**src/rtl/psum_axis_packer_if.sv**
```systemverilog
// psum_axis_packer_if
//   AXI4-Stream channel carrying packed partial-sum words.
//   tvalid : beat valid (master -> slave)
//   tdata  : DATA_WIDTH-bit beat payload (master -> slave)
//   tlast  : last beat of a packet (master -> slave)
//   tready : sink ready (slave -> master)
interface psum_axis_packer_if #(
  parameter int DATA_WIDTH = 64
);
  logic                  tvalid;
  logic [DATA_WIDTH-1:0] tdata;
  logic                  tlast;
  logic                  tready;

  modport master (output tvalid, output tdata, output tlast, input tready);
  modport slave  (input tvalid, input tdata, input tlast, output tready);
endinterface

```
**src/rtl/psum_axis_packer.sv**
```systemverilog
// psum_axis_packer
//   Packs pairs of 32-bit running sums from the byte-sum MAC into 64-bit
//   words, buffers them in a show-ahead FIFO with registered outputs and
//   emits them as an AXI4-Stream packet stream (TLAST every BURST_LEN beats
//   or when flushed).
//
// Ports:
//   clk, rstn     : clock, synchronous active-low reset
//   in_valid/data : running-sum sample stream, no backpressure
//   flush         : single-cycle pulse closing the current packet
//   m_axis        : AXIS master (tvalid/tdata/tlast/tready)
//   overflow      : sticky, a word was dropped on a full FIFO
//   beat_count    : completed AXIS handshakes, wraps
//   drop_count    : dropped words, wraps
//
// Build option:
//   PSUM_AXIS_PACKER_DROP_CNT_EN : when defined, drop_count counts dropped
//   words; otherwise drop_count is tied to 0.
module psum_axis_packer #(
  parameter int DATA_WIDTH      = 64,
  parameter int FIFO_DEPTH_LOG2 = 4,
  parameter int BURST_LEN       = 16
) (
  input  logic                      clk,
  input  logic                      rstn,
  input  logic                      in_valid,
  input  logic [31:0]               in_data,
  input  logic                      flush,
  psum_axis_packer_if.master        m_axis,
  output logic                      overflow,
  output logic [31:0]               beat_count,
  output logic [31:0]               drop_count
);

  localparam int DEPTH = 1 << FIFO_DEPTH_LOG2;
  localparam int PTR_W = FIFO_DEPTH_LOG2;
  localparam int CNT_W = FIFO_DEPTH_LOG2 + 1;
  localparam int IDX_W = 16;
  localparam logic [IDX_W-1:0] IDX_LAST = IDX_W'(BURST_LEN - 1);

  generate
    if (DATA_WIDTH != 64) begin : g_bad_width
      $error("psum_axis_packer: DATA_WIDTH must be 64");
    end
  endgenerate

  logic                  pend_q, pend_d;
  logic [31:0]           low_q, low_d;
  logic [IDX_W-1:0]      idx_q, idx_d;
  logic [DATA_WIDTH:0]   mem_q [DEPTH];
  logic [DATA_WIDTH:0]   mem_d [DEPTH];
  logic [PTR_W-1:0]      wr_q, wr_d, rd_q, rd_d;
  logic [CNT_W-1:0]      cnt_q, cnt_d;
  logic                  tvalid_q, tvalid_d;
  logic [DATA_WIDTH-1:0] tdata_q, tdata_d;
  logic                  tlast_q, tlast_d;
  logic                  overflow_q, overflow_d;
  logic [31:0]           beat_q, beat_d;

  logic                  push, push_last, do_push, drop, pop, full;
  logic [DATA_WIDTH-1:0] push_word;
  logic [CNT_W-1:0]      cnt_after_pop;

  // Packing: the sample is applied first, then flush acts on the result.
  always_comb begin
    push      = 1'b0;
    push_word = '0;
    push_last = 1'b0;
    pend_d    = pend_q;
    low_d     = low_q;
    if (in_valid) begin
      if (pend_q) begin
        push      = 1'b1;
        push_word = {in_data, low_q};
        push_last = (idx_q == IDX_LAST) || flush;
        pend_d    = 1'b0;
      end else begin
        low_d  = in_data;
        pend_d = 1'b1;
      end
    end
    if (flush && !(in_valid && pend_q)) begin
      if (pend_d) begin
        push      = 1'b1;
        push_word = {32'h0, low_d};
        push_last = 1'b1;
        pend_d    = 1'b0;
      end else if (idx_q != '0) begin
        push      = 1'b1;
        push_word = '0;
        push_last = 1'b1;
      end
    end
  end

  // FIFO; a pop in the same cycle frees the slot for a push.
  always_comb begin
    pop           = tvalid_q && m_axis.tready;
    full          = (cnt_q == CNT_W'(DEPTH)) && !pop;
    do_push       = push && !full;
    drop          = push && full;
    cnt_after_pop = cnt_q - CNT_W'(pop);
    cnt_d         = cnt_after_pop + CNT_W'(do_push);
    rd_d          = rd_q + PTR_W'(pop);
    wr_d          = wr_q + PTR_W'(do_push);
    mem_d         = mem_q;
    if (do_push) mem_d[wr_q] = {push_last, push_word};

    idx_d = idx_q;
    if (do_push) idx_d = push_last ? '0 : idx_q + 1'b1;

    // Output register holds the next head; a push into an otherwise empty
    // FIFO bypasses the array so it is visible on the following cycle.
    tvalid_d = (cnt_d != '0);
    tdata_d  = tdata_q;
    tlast_d  = tlast_q;
    if (cnt_d != '0) begin
      if (cnt_after_pop == '0) {tlast_d, tdata_d} = {push_last, push_word};
      else                     {tlast_d, tdata_d} = mem_q[rd_d];
    end

    overflow_d = overflow_q || drop;
    beat_d     = beat_q + 32'(pop);
  end

  always_ff @(posedge clk) begin
    if (!rstn) begin
      pend_q     <= 1'b0;
      low_q      <= '0;
      idx_q      <= '0;
      wr_q       <= '0;
      rd_q       <= '0;
      cnt_q      <= '0;
      tvalid_q   <= 1'b0;
      tdata_q    <= '0;
      tlast_q    <= 1'b0;
      overflow_q <= 1'b0;
      beat_q     <= '0;
    end else begin
      pend_q     <= pend_d;
      low_q      <= low_d;
      idx_q      <= idx_d;
      wr_q       <= wr_d;
      rd_q       <= rd_d;
      cnt_q      <= cnt_d;
      tvalid_q   <= tvalid_d;
      tdata_q    <= tdata_d;
      tlast_q    <= tlast_d;
      overflow_q <= overflow_d;
      beat_q     <= beat_d;
    end
  end

  // Storage needs no reset; pointers and occupancy define validity.
  always_ff @(posedge clk) begin
    mem_q <= mem_d;
  end

`ifdef PSUM_AXIS_PACKER_DROP_CNT_EN
  logic [31:0] drop_q, drop_d;
  always_comb drop_d = drop_q + 32'(drop);
  always_ff @(posedge clk) begin
    if (!rstn) drop_q <= '0;
    else       drop_q <= drop_d;
  end
  assign drop_count = drop_q;
`else
  assign drop_count = 32'h0;
`endif

  assign m_axis.tvalid = tvalid_q;
  assign m_axis.tdata  = tdata_q;
  assign m_axis.tlast  = tlast_q;
  assign overflow      = overflow_q;
  assign beat_count    = beat_q;

endmodule

```
**src/flat_wrapper.sv**
```systemverilog
// flat-port wrapper written by rule: the top's interface ports become plain ports
module psum_axis_packer_flat 
#(
  parameter int DATA_WIDTH      = 64,
  parameter int FIFO_DEPTH_LOG2 = 4,
  parameter int BURST_LEN       = 16
)
  (clk, rstn, in_valid, in_data, flush, overflow, beat_count, drop_count, m_axis_tvalid, m_axis_tdata, m_axis_tlast, m_axis_tready);
  psum_axis_packer_if #(.DATA_WIDTH(DATA_WIDTH)) m_axis_i ();
  input  logic clk;
  input  logic rstn;
  input  logic in_valid;
  input  logic [31:0] in_data;
  input  logic flush;
  output logic overflow;
  output logic [31:0] beat_count;
  output logic [31:0] drop_count;
  output wire logic [$bits(m_axis_i.tvalid)-1:0] m_axis_tvalid;
  output wire logic [$bits(m_axis_i.tdata)-1:0] m_axis_tdata;
  output wire logic [$bits(m_axis_i.tlast)-1:0] m_axis_tlast;
  input wire logic [$bits(m_axis_i.tready)-1:0] m_axis_tready;
  assign m_axis_tvalid = m_axis_i.tvalid;
  assign m_axis_tdata = m_axis_i.tdata;
  assign m_axis_tlast = m_axis_i.tlast;
  assign m_axis_i.tready = m_axis_tready;
  psum_axis_packer #(.DATA_WIDTH(DATA_WIDTH), .FIFO_DEPTH_LOG2(FIFO_DEPTH_LOG2), .BURST_LEN(BURST_LEN)) u_core (.clk(clk), .rstn(rstn), .in_valid(in_valid), .in_data(in_data), .flush(flush), .m_axis(m_axis_i), .overflow(overflow), .beat_count(beat_count), .drop_count(drop_count));
endmodule
```
**config.mk**
```make
export PLATFORM = sky130hd
export DESIGN_NAME = psum_axis_packer_flat
export DESIGN_NICKNAME = d
export VERILOG_FILES = /design/src/rtl/psum_axis_packer_if.sv /design/src/rtl/psum_axis_packer.sv /design/src/flat_wrapper.sv
export SDC_FILE = /design/constraint.sdc
export NUM_CORES = 1
export LEC_CHECK = 0
export ABC_AREA = 1
export ABC_CLOCK_PERIOD_IN_PS = 12300
export CORE_ASPECT_RATIO = 1.25
export CORE_MARGIN = 3
export CORE_UTILIZATION = 54
export DETAILED_ROUTE_END_ITERATION = 8
export PLACE_DENSITY = 0.72
export SYNTH_ARGS = -nofsm -noshare
export SYNTH_HDL_FRONTEND = slang
export SYNTH_SLANG_ARGS = --single-unit
```
**constraint.sdc**
```tcl
create_clock -name clk -period 12.3 [get_ports clk]
set_clock_uncertainty 0.05 [all_clocks]
set_input_delay 1.845 -clock clk [delete_from_list [all_inputs] [get_ports clk]]
set_output_delay 1.845 -clock clk [all_outputs]
set_load 0.005 [all_outputs]
```
==> flow_results.xml <==
<?xml version="1.0" encoding="UTF-8"?>
<metrics>
  <group name="floorplan">
    <metric name="horizontal_extent_of_the_die" unit="um">278.6</metric>
    <metric name="num_rows" unit="">124</metric>
    <metric name="initial_core_util" unit="">0.5462</metric>
    <metric name="io_pins" unit="">168</metric>
    <metric name="die_area" unit="sq um">96620</metric>
    <metric name="die_height" unit="um">346.8</metric>
    <metric name="fp.coreArea" unit="sq um">91850</metric>
  </group>
  <group name="sta">
    <metric name="max_freq" unit="MHz">158.0</metric>
    <metric name="final-setup-viol-count" unit="">0</metric>
    <metric name="total_negative_slack_for_setup_checks" unit="ns">0</metric>
    <metric name="timing.slew.headroom" unit="">0.1194</metric>
    <metric name="final-hold-violation-count" unit="">0</metric>
    <metric name="rsz0062_at_grt" unit="">no</metric>
    <metric name="worst_slew_pin_slew" unit="ns">1.312</metric>
    <metric name="layout_worst_path_cycle_share" unit="">0.5146</metric>
    <metric name="slew_violations" unit="">0</metric>
    <metric name="hold_ws" unit="ns">0.4202</metric>
    <metric name="period_minus_slack" unit="ns">6.330</metric>
  </group>
  <group name="clocking">
    <metric name="clkSlewWorstSetupHoldPaths" unit="ns">0.06</metric>
    <metric name="numClockSinks" unit="">1201</metric>
    <metric name="h-tree-depth" unit="">3</metric>
    <metric name="post_cts_resize_count" unit="">0</metric>
    <metric name="max-clock-path-buffers" unit="">3</metric>
    <metric name="clock_insertion_delay_at_the_later_pin_of_the_skew_report" unit="ns">0.70</metric>
    <metric name="clock_root_buffer" unit="">sky130_fd_sc_hd__clkbuf_16</metric>
    <metric name="cts_tree" unit="">yes</metric>
    <metric name="tritoncts.num_buffers" unit="">111</metric>
    <metric name="cts_hold_repair.buffers" unit="">0</metric>
    <metric name="post_cts.repair.setup_buffers" unit="">0</metric>
  </group>
  <group name="synthesis">
    <metric name="ys_ff_latch" unit="">1201</metric>
    <metric name="yosysSeqAreaShare" unit="">0.6867</metric>
    <metric name="syn_avg_cell_area" unit="sq um">10.64</metric>
    <metric name="synth_commonest_cells" unit="">sky130_fd_sc_hd__nand2_1, sky130_fd_sc_hd__edfxtp_1, sky130_fd_sc_hd__nand3_1, sky130_fd_sc_hd__nor2_1, sky130_fd_sc_hd__o21ai_0</metric>
    <metric name="async_reset_ff_frac" unit="">0</metric>
    <metric name="synth_edf_count" unit="">1040</metric>
    <metric name="yosys_warnings" unit="">0</metric>
    <metric name="yosysMostFrequentCell" unit="">sky130_fd_sc_hd__nand2_1</metric>
    <metric name="synthDominantAreaCellType" unit="">sky130_fd_sc_hd__edfxtp_1</metric>
    <metric name="yosysTopAreaCellShare" unit="">0.6225</metric>
    <metric name="post_synth_main_area_contributors" unit="">sky130_fd_sc_hd__edfxtp_1, sky130_fd_sc_hd__nand2_1, sky130_fd_sc_hd__nand3_1</metric>
    <metric name="syn_inst" unit="">4715</metric>
    <metric name="syn-cell-area" unit="sq um">50170</metric>
    <metric name="synth_cell_types" unit="">39</metric>
    <metric name="dominantRegCellSynth" unit="">sky130_fd_sc_hd__edfxtp_1</metric>
  </group>
  <group name="cells_and_area">
    <metric name="area.growth.synth_to_final" unit="%">11.20</metric>
    <metric name="share_of_cells_above_drive_strength_1" unit="">0.06052</metric>
    <metric name="final_cells" unit="">6025</metric>
    <metric name="finalNetCount" unit="">4781</metric>
  </group>
  <group name="worst_setup_path">
    <metric name="crit_path_max_fanout" unit="">68</metric>
    <metric name="worst_setup_path_end_kind" unit="">flip-flop</metric>
    <metric name="r2r_setup_slack" unit="ns">7.29</metric>
    <metric name="timing.critical_path.from_type" unit="">primary input</metric>
    <metric name="rr_endpoint" unit="">u_core.m_axis.tdata[26]</metric>
    <metric name="rr_startpoint" unit="">u_core.pend_q</metric>
    <metric name="worstPathRequired" unit="ns">12.88</metric>
    <metric name="worstPathArrival" unit="ns">6.91</metric>
    <metric name="path_class" unit="">primary input to flip-flop</metric>
    <metric name="timing.reg2reg.worst_path_depth" unit="">22</metric>
  </group>
  <group name="grt">
    <metric name="antenna_violations_before_repair" unit="">2</metric>
    <metric name="global_route_wire_length_before_repair" unit="um">201300</metric>
    <metric name="globalRoute.totalOverflow" unit="">0</metric>
    <metric name="pin_count_of_the_biggest_net_entering_global_routing" unit="">233</metric>
    <metric name="grt_pass1_vias" unit="">33362</metric>
    <metric name="track_usage" unit="">0.2723</metric>
  </group>
  <group name="place">
    <metric name="place_congestion" unit="">0.8305</metric>
    <metric name="place.detailed.hpwl" unit="um">71560</metric>
    <metric name="io_buffer_count" unit="">135</metric>
    <metric name="numPlacedInstances" unit="">5815</metric>
  </group>
  <group name="status">
    <metric name="status" unit="">finished clean</metric>
  </group>
  <group name="min_path">
    <metric name="worstHoldPathType" unit="">flip-flop to flip-flop</metric>
    <metric name="hp-start" unit="">u_core.m_axis.tdata[15]</metric>
    <metric name="hold_end" unit="">u_core.m_axis.tdata[15]</metric>
    <metric name="worstHoldPathCells" unit="">2</metric>
  </group>
  <group name="power_and_ir_drop">
    <metric name="peakVddDrop" unit="mV">0.1850</metric>
    <metric name="power.density" unit="nW/um^2">204.5</metric>
    <metric name="static-leakage-power" unit="nW">20.83</metric>
  </group>
  <group name="routing">
    <metric name="routed_wire_length_per_instance" unit="um">22.36</metric>
    <metric name="vias_per_cell" unit="">5.847</metric>
    <metric name="detailedRoute.firstIterationViolations" unit="">4565</metric>
    <metric name="drt_pre_antenna_iters" unit="">8</metric>
    <metric name="route.antenna.remaining_nets" unit="">0</metric>
    <metric name="vias" unit="">35227</metric>
    <metric name="remaining_drc_errors" unit="">0</metric>
    <metric name="routed_wirelength" unit="um">134700</metric>
  </group>
  <group name="job">
    <metric name="max-cap-violations" unit="">0</metric>
  </group>
</metrics>
-- area by class of cell --
class	count	area [sq um]
clock inverters	59	690.7
inverters	201	779.5
multi-input cells	3028	13540
repair buffers	188	1772
well taps	1197	1498
fillers	7205	36060
clock buffers	148	3048
diodes	3	7.507
flip-flops and latches	1201	34450
-- worst max path at each step --
stage / startpoint / to / slack (ns) / cells after the start
4_1_cts: in_valid / u_core.m_axis.tdata[26] / 6.06 / 23
3_5_place_dp: in_valid / u_core.m_axis.tdata[26] / 5.40 / 23
2_1_floorplan: in_valid / u_core.mem_q[1000] / 6.11 / 12
5_1_grt: in_valid / u_core.m_axis.tdata[26] / 5.69 / 23
3_3_place_gp: in_valid / u_core.m_axis.tdata[34] / 5.52 / 23
6_report: in_valid / u_core.m_axis.tdata[26] / 5.97 / 23
-- power breakdown --
group	total [mW]	internal [mW]	switching, mW
clock network	3.52	2.02	1.50
registers	4.72	4.60	0.116
logic	3.17	0.921	2.25
total	11.4	7.54	3.87
-- worst max-delay path, cell delays in order --
cell and delay, ns:
sky130_fd_sc_hd__clkdlybuf4s50_1 0.46, sky130_fd_sc_hd__ha_1 0.35, sky130_fd_sc_hd__nor2_1 0.11, sky130_fd_sc_hd__nand2_1 0.05, sky130_fd_sc_hd__nor2_1 0.09, sky130_fd_sc_hd__nand2_1 0.11
sky130_fd_sc_hd__nand2_4 0.08, sky130_fd_sc_hd__buf_4 0.65, sky130_fd_sc_hd__nand2_4 0.17, sky130_fd_sc_hd__nand2_4 0.23, sky130_fd_sc_hd__inv_4 0.15, sky130_fd_sc_hd__ha_1 0.24
sky130_fd_sc_hd__ha_1 0.21, sky130_fd_sc_hd__inv_1 0.07, sky130_fd_sc_hd__nor2_1 0.05, sky130_fd_sc_hd__nand2_1 0.06, sky130_fd_sc_hd__nand2_1 0.06, sky130_fd_sc_hd__nand2_1 0.11
sky130_fd_sc_hd__nor2_4 0.07, sky130_fd_sc_hd__nor2_4 0.82, sky130_fd_sc_hd__buf_4 0.59, sky130_fd_sc_hd__nand3_1 0.18, sky130_fd_sc_hd__nand2_1 0.09
-- cell families after synthesis --
| kind of cell | count (synthesis) | share of synthesized area |
|---|---|---|
| fa+ha+maj | 13 | 0.003242 |
| xor+xnor | 7 | 0.001222 |
| flops | 1201 | 0.6867 |
| compound gates | 330 | 0.03554 |
| buf+inv | 517 | 0.04946 |
| other cells | 1 | 0.00007475 |
| simple gates | 2646 | 0.2237 |
-- metal layers --
layer  part of all wire  routed length, um  GRT usage  up-vias
li1                   -                  -          -    16179
met1               0.39              52170     0.3671    16966
met4              0.033               4438    0.09737        2
met5             0.0014                182    0.01331        -
met2               0.48              64350     0.4457     1789
met3               0.10              13560    0.04956      291
-- state kept, by name (all words and copies together), names as in the netlist --
signal and cells:
u_core.beat_count 32, u_core.cnt_q 5, u_core.idx_q 16, u_core.low_q 32, u_core.m_axis.tdata 64, u_core.m_axis.tlast 1
u_core.m_axis.tvalid 1, u_core.mem_q 1040, u_core.overflow 1, u_core.pend_q 1, u_core.rd_q 4, u_core.wr_q 4
-- placed cells by master, fill, tap and decap left out, drive strengths merged, types with 14 or more instances in the layout --
master / n
or2: 30
buf: 54
clkinv: 40
a21oi: 43
nand3: 871
inv: 202
conb: 32
o21ai: 235
nand2: 1240
clkbuf: 148
nor2: 468
edfxtp: 1040
dfxtp: 161
o211ai: 43
clkdlybuf4s50: 134
nor3: 14
-- metrics by stage --
step	util	instance area (sq um)	worst slack [ns]	total power, mW
final	0.6074	55790	5.970	11.41
after global routing	0.6073	55780	5.691	11.93
after CTS	0.6073	55780	6.058	11.41
after detailed placement	0.5666	52040	5.404	7.936
after global placement	0.5666	52040	5.516	7.875
after floorplan	-	50290	6.110	7.027
Power figures use the tool's default switching activity.
